$ cat src/rtl/sync_tx_fifo_pkg.sv
// Shared definitions for the transmit-side FIFO feeder: handshake state
// encodings and default geometry.
package sync_tx_fifo_pkg;

    localparam int DEF_DATA_WIDTH = 8;
    localparam int DEF_DEPTH      = 4;
    localparam int DEF_CNT_WIDTH  = 8;

    typedef enum logic [1:0] {
        ST_IDLE    = 2'd0,
        ST_REQ     = 2'd1,
        ST_RELEASE = 2'd2
    } tx_state_t;

    function automatic int addr_bits(input int depth);
        return $clog2(depth);
    endfunction

endpackage

$ cat src/rtl/sync_tx_fifo_mem.sv
// Circular buffer for the tx feeder: pointers, registered level/full and a
// sticky overflow flag. Reads are combinational from the head entry.
module sync_tx_fifo_mem
    import sync_tx_fifo_pkg::*;
#(
    parameter int DATA_WIDTH = DEF_DATA_WIDTH,
    parameter int DEPTH      = DEF_DEPTH,
    parameter int ADDR_WIDTH = addr_bits(DEPTH)
) (
    input  logic                  clk_tx,
    input  logic                  reset,
    input  logic [DATA_WIDTH-1:0] wr_data,
    input  logic                  wr_en,
    input  logic                  rd_en,
    output logic [DATA_WIDTH-1:0] rd_data,
    output logic                  full,
    output logic [ADDR_WIDTH:0]   level,
    output logic                  overflow
);

    localparam logic [ADDR_WIDTH:0]   FULL_LEVEL = (ADDR_WIDTH+1)'(DEPTH);
    localparam logic [ADDR_WIDTH:0]   LVL_ONE    = (ADDR_WIDTH+1)'(1);
    localparam logic [ADDR_WIDTH-1:0] PTR_ONE    = ADDR_WIDTH'(1);

    logic [DATA_WIDTH-1:0] mem [DEPTH];
    logic [ADDR_WIDTH-1:0] wr_ptr;
    logic [ADDR_WIDTH-1:0] rd_ptr;
    logic [ADDR_WIDTH:0]   level_next;
    logic                  push;
    logic                  pop;

    // A push against a full buffer is dropped even if a pop frees a slot
    // on the same edge; the decision uses the registered level only.
    assign push = wr_en && (level != FULL_LEVEL);
    assign pop  = rd_en && (level != '0);

    assign rd_data = mem[rd_ptr];

    always_comb begin
        level_next = level;
        if (push && !pop) begin
            level_next = level + LVL_ONE;
        end else if (!push && pop) begin
            level_next = level - LVL_ONE;
        end
    end

    always_ff @(posedge clk_tx) begin
        if (push) begin
            mem[wr_ptr] <= wr_data;
        end
    end

    always_ff @(posedge clk_tx or negedge reset) begin
        if (!reset) begin
            wr_ptr   <= '0;
            rd_ptr   <= '0;
            level    <= '0;
            full     <= 1'b0;
            overflow <= 1'b0;
        end else begin
            if (push) begin
                wr_ptr <= wr_ptr + PTR_ONE;
            end
            if (pop) begin
                rd_ptr <= rd_ptr + PTR_ONE;
            end
            level <= level_next;
            full  <= (level_next == FULL_LEVEL);
            if (wr_en && !push) begin
                overflow <= 1'b1;
            end
        end
    end

endmodule

$ cat src/rtl/sync_tx_fifo.sv
// Tx feeder: buffers core words and presents them one at a time to
// sync_multi using a 4-phase req (tx_v) / ack (tx_f) handshake.
//
//   state      | meaning
//   -----------+-------------------------------------------------------
//   ST_IDLE    | no request; pop head word when FIFO non-empty and ack low
//   ST_REQ     | tx_v high, tx_data stable; wait for ack high
//   ST_RELEASE | tx_v low, tx_data held; wait for ack low, count transfer
module sync_tx_fifo
    import sync_tx_fifo_pkg::*;
#(
    parameter int DATA_WIDTH = DEF_DATA_WIDTH,
    parameter int DEPTH      = DEF_DEPTH,
    parameter int ADDR_WIDTH = addr_bits(DEPTH),
    parameter int CNT_WIDTH  = DEF_CNT_WIDTH
) (
    input  logic                  clk_tx,
    input  logic                  reset,
    input  logic [DATA_WIDTH-1:0] wr_data,
    input  logic                  wr_en,
    output logic                  wr_full,
    output logic [ADDR_WIDTH:0]   wr_level,
    output logic                  overflow,
    output logic [DATA_WIDTH-1:0] tx_data,
    output logic                  tx_v,
    input  logic                  tx_f,
    output logic [CNT_WIDTH-1:0]  sent_cnt
);

    localparam logic [CNT_WIDTH-1:0] CNT_ONE = CNT_WIDTH'(1);

    tx_state_t             state;
    logic                  pop;
    logic [DATA_WIDTH-1:0] head;

    // A still-high ack from the previous word blocks the next pop, so a
    // new request is never raised into a stale acknowledge.
    assign pop = (state == ST_IDLE) && (wr_level != '0) && !tx_f;

    sync_tx_fifo_mem #(
        .DATA_WIDTH (DATA_WIDTH),
        .DEPTH      (DEPTH),
        .ADDR_WIDTH (ADDR_WIDTH)
    ) u_mem (
        .clk_tx   (clk_tx),
        .reset    (reset),
        .wr_data  (wr_data),
        .wr_en    (wr_en),
        .rd_en    (pop),
        .rd_data  (head),
        .full     (wr_full),
        .level    (wr_level),
        .overflow (overflow)
    );

    always_ff @(posedge clk_tx or negedge reset) begin
        if (!reset) begin
            state    <= ST_IDLE;
            tx_data  <= '0;
            tx_v     <= 1'b0;
            sent_cnt <= '0;
        end else begin
            case (state)
                ST_IDLE: begin
                    if (pop) begin
                        tx_data <= head;
                        tx_v    <= 1'b1;
                        state   <= ST_REQ;
                    end
                end
                ST_REQ: begin
                    if (tx_f) begin
                        tx_v  <= 1'b0;
                        state <= ST_RELEASE;
                    end
                end
                ST_RELEASE: begin
                    if (!tx_f) begin
                        sent_cnt <= sent_cnt + CNT_ONE;
                        state    <= ST_IDLE;
                    end
                end
                default: begin
                    tx_v  <= 1'b0;
                    state <= ST_IDLE;
                end
            endcase
        end
    end

endmodule

$ cat config.mk
export PLATFORM = sky130hd
export DESIGN_NAME = sync_tx_fifo
export DESIGN_NICKNAME = d
export VERILOG_FILES = /design/src/rtl/sync_tx_fifo_pkg.sv /design/src/rtl/sync_tx_fifo_mem.sv /design/src/rtl/sync_tx_fifo.sv
export SDC_FILE = /design/constraint.sdc
export NUM_CORES = 1
export LEC_CHECK = 0
export ABC_CLOCK_PERIOD_IN_PS = 1620
export CORE_MARGIN = 1.5
export CORE_UTILIZATION = 49
export CTS_BUF_LIST = sky130_fd_sc_hd__clkbuf_8 sky130_fd_sc_hd__clkbuf_16
export DETAILED_ROUTE_END_ITERATION = 16
export PLACE_DENSITY = 0.81
export SETUP_SLACK_MARGIN = 0.2
export SLEW_MARGIN = 15
export SYNTH_ARGS = -nofsm -noshare
export SYNTH_HDL_FRONTEND = slang
export SYNTH_SLANG_ARGS = --single-unit
$ cat constraint.sdc
create_clock -name clk_tx -period 1.62 [get_ports clk_tx]
set_input_delay 0.162 -clock clk_tx [delete_from_list [all_inputs] [get_ports clk_tx]]
set_output_delay 0.162 -clock clk_tx [all_outputs]
set_load 0.02 [all_outputs]
==> flow_summary.json <==
{
  "via_count": 1538,
  "power_density_nw_per_um2": 2000,
  "drc_errors": 0,
  "rows": 25,
  "ys_warn_count": 0,
  "drv_cap": 0,
  "worstPathArrival_ps": 1790,
  "grt_use_total": 0.199,
  "clockBufferDepth": 2,
  "cts_tree": "built",
  "cts_buffers": 9,
  "diodes": 0,
  "drtAntennaViolNets": 0,
  "post-route-util": 0.737,
  "grt_setup_unrepaired": "yes",
  "initial_core_util": 0.521,
  "seq_area_frac_synth": 0.658,
  "cts_max_level": 3,
  "setup_viol": 0,
  "grt_overflow_total": 0,
  "mappedNetlistArea_um2": 2520,
  "relSlewSlack": 0.716,
  "ir_drop_uv": 1290,
  "root_buffer": "clkbuf_8",
  "synthesis.instances": 153,
  "hold_buffers": 0,
  "wl_per_cell_um": 17.6,
  "drt-total-wl_um": 5170,
  "fmax_mhz": 631,
  "worstPathRequired_ps": 1830,
  "hold_viol": 0,
  "antenna_found_initial": 0,
  "ys_top_cells_by_area": "edfxtp_1 (38%), dfrtp_1 (28%), mux4_2 (7.1%)",
  "dieArea_um2": 5590,
  "avgSynthCellArea_um2": 16.5,
  "path_class": "reg -> reg",
  "worst_slack_ps": 34.6,
  "drive_above_1_share": 0.388,
  "dp_hpwl_um": 3070,
  "drt_iter0_drc": 63,
  "routed_via_density": 5.23,
  "p_leak_nw": 1.48,
  "grt_pass1_vias": 1486,
  "post-route-min-period_ps": 1590,
  "synth_top_area_cell": "edfxtp_1",
  "hold_path_class": "in -> async",
  "max_slew.worst_pin.slew_ps": 426,
  "area_growth_pct": 41.4,
  "clock_skew_ps": 9.22,
  "first_pass_iters": 4,
  "synth_top_area_share": 0.381,
  "final_nets": 242,
  "outcome": "finished clean",
  "clk_pin_slew_worst_paths_ps": 70,
  "port_buffers": 33,
  "grt_max_degree": 29,
  "finalWeightedCongestion": 0.943,
  "place_ws_ps": -62.0,
  "ios": 34,
  "crit_fanout": 5,
  "ys_ff_latch": 60,
  "critPathCaptureType": "flip-flop",
  "dieWidth_um": 74.8,
  "period_share": 0.979,
  "synth.distinct_cells": 35,
  "syn_nets": 173,
  "cts_num_sinks": 60,
  "placeableCoreArea_um2": 4850,
  "dieHeight_um": 74.8,
  "n_fill_cell": 293,
  "total_power_mw": 7.13,
  "startpoint_type": "flip-flop",
  "clk_latency_ps": 340,
  "grt_pass1_wl_um": 7730,
  "maxSlewViolCount": 0,
  "r2r_slack_ps": 30
}
-- cell families after synthesis --
kind of cell,after synthesis,share of synthesized area
AOI/OAI and AO/OA,11,0.0357
xor gates and xnor gates,13,0.0451
adders and majority gates,8,0.0396
buffers and inverters,8,0.0159
DFF,60,0.658
muxes,17,0.111
and+or+nand+nor,36,0.0942
-- critical path: stages, from the launching register on --
cell and delay [ps]:
dfrtp_2 400, inv_4 60, ha_4 180, a21bo_4 240
a21oi_4 170, buf_6 130, a211oi_4 40, or2_1 220
-- cells in the mapped netlist --
master     number
and2_1          5
o2bb2ai_1       1
nand2b_1        1
and4_1          2
nor2_1          1
o21ai_0         2
nand2_1         7
buf_2           2
clkbuf_1        1
inv_1           4
a21o_1          1
nor4bb_1        1
nand2_2         1
edfxtp_1       32
o211a_1         1
dfrtp_1        28
nor2b_1         3
a21oi_2         1
or2_1           1
xor2_1          4
a21bo_2         1
nor3_4          1
ha_1            8
xnor2_1         9
nor3b_4         1
and3_1          1
mux2_2          9
a21boi_2        1
a211oi_1        2
a31o_2          1
nand4_1         3
nand3_1         5
buf_6           1
mux4_2          8
nand4b_1        3
-- path summary, 6_finish.rpt --
kind,start,endpoint,depth (start not counted)
min in group clk_tx,wr_data[7],u_mem.mem[3][7],1
max in group asynchronous,reset,u_mem.level[1],2
worst max-delay path,u_mem.level[0],u_mem.level[1],7
worst min register to register,sent_cnt[7],sent_cnt[7],1
worst min-delay path,reset,sent_cnt[2],2
worst max register to register,u_mem.level[0],u_mem.level[1],7
-- sequential cells by signal (all words and copies together), names as in the netlist --
signal / flops
sent_cnt: 8
tx_v: 1
u_mem.rd_ptr: 2
u_mem.wr_ptr: 2
u_mem.mem: 32
u_mem.overflow: 1
u_mem.level: 3
state: 2
tx_data: 8
u_mem.full: 1
-- report_power, final --
part           switching, mW  internal [mW]
logic                   1.44           1.68
registers              0.376           2.10
clock network          0.584          0.942
total                   2.40           4.73
-- through the flow --
| step | TNS (ps) | std cells | hold WS [ps] | cell area (um2) |
|---|---|---|---|---|
| floorplan | 0 | 153 | -134 | 2640 |
| global placement | -30.2 | 260 | 448 | 3130 |
| detailed placement | -79.5 | 260 | 464 | 3130 |
| CTS | 0 | 286 | 205 | 3440 |
| global route | -4.56 | 294 | 227 | 3570 |
| finish | 0 | 294 | 199 | 3570 |
-- area by class of cell --
cell class,count,area (um2),share of cell area
Tap cell,67,83.8,0.0235
Timing Repair Buffer,61,579,0.162
Inverter,4,20.0,0.00561
Multi-Input combinational cell,86,991,0.278
Clock inverter,5,76.3,0.0214
Sequential cell,60,1670,0.467
Clock buffer,11,151,0.0424
-- cells in the final DEF, fill, tap and decap left out, drive strengths merged, types with 2 or more instances in the layout --
master | synthesis | final
dfrtp | 28 | 28
nand2 | 8 | 9
dlygate4sd2 | 0 | 22
nand3 | 5 | 5
mux4 | 8 | 8
buf | 3 | 27
edfxtp | 32 | 32
clkbuf | 1 | 12
nor2b | 3 | 3
xnor2 | 9 | 9
nand4 | 3 | 3
clkdlybuf4s50 | 0 | 11
nand4b | 3 | 3
xor2 | 4 | 4
mux2 | 9 | 9
ha | 8 | 8
and2 | 5 | 5
inv | 4 | 5
o21ai | 2 | 2
and4 | 2 | 2
a211oi | 2 | 2
bufinv | 0 | 2
-- layer usage --
layer | part of all wire | up-vias | global-route usage
met2 | 0.52 | 43 | 0.328
li1 | - | 712 | -
met5 | 0 | - | 0
met4 | 0.023 | 0 | 0.0727
met3 | 0.035 | 11 | 0.0643
met1 | 0.42 | 772 | 0.248
-- timing repair --
| action | CTS | global route |
|---|---|---|
| gates resized for setup | 26 | 12 |
| endpoints found under the setup margin | 65 | 50 |
| pin swaps | 8 | 8 |
| buffers inserted | 9 | 7 |
| gates cloned | 1 | 1 |
No activity file was read; power rests on OpenSTA's default activity.
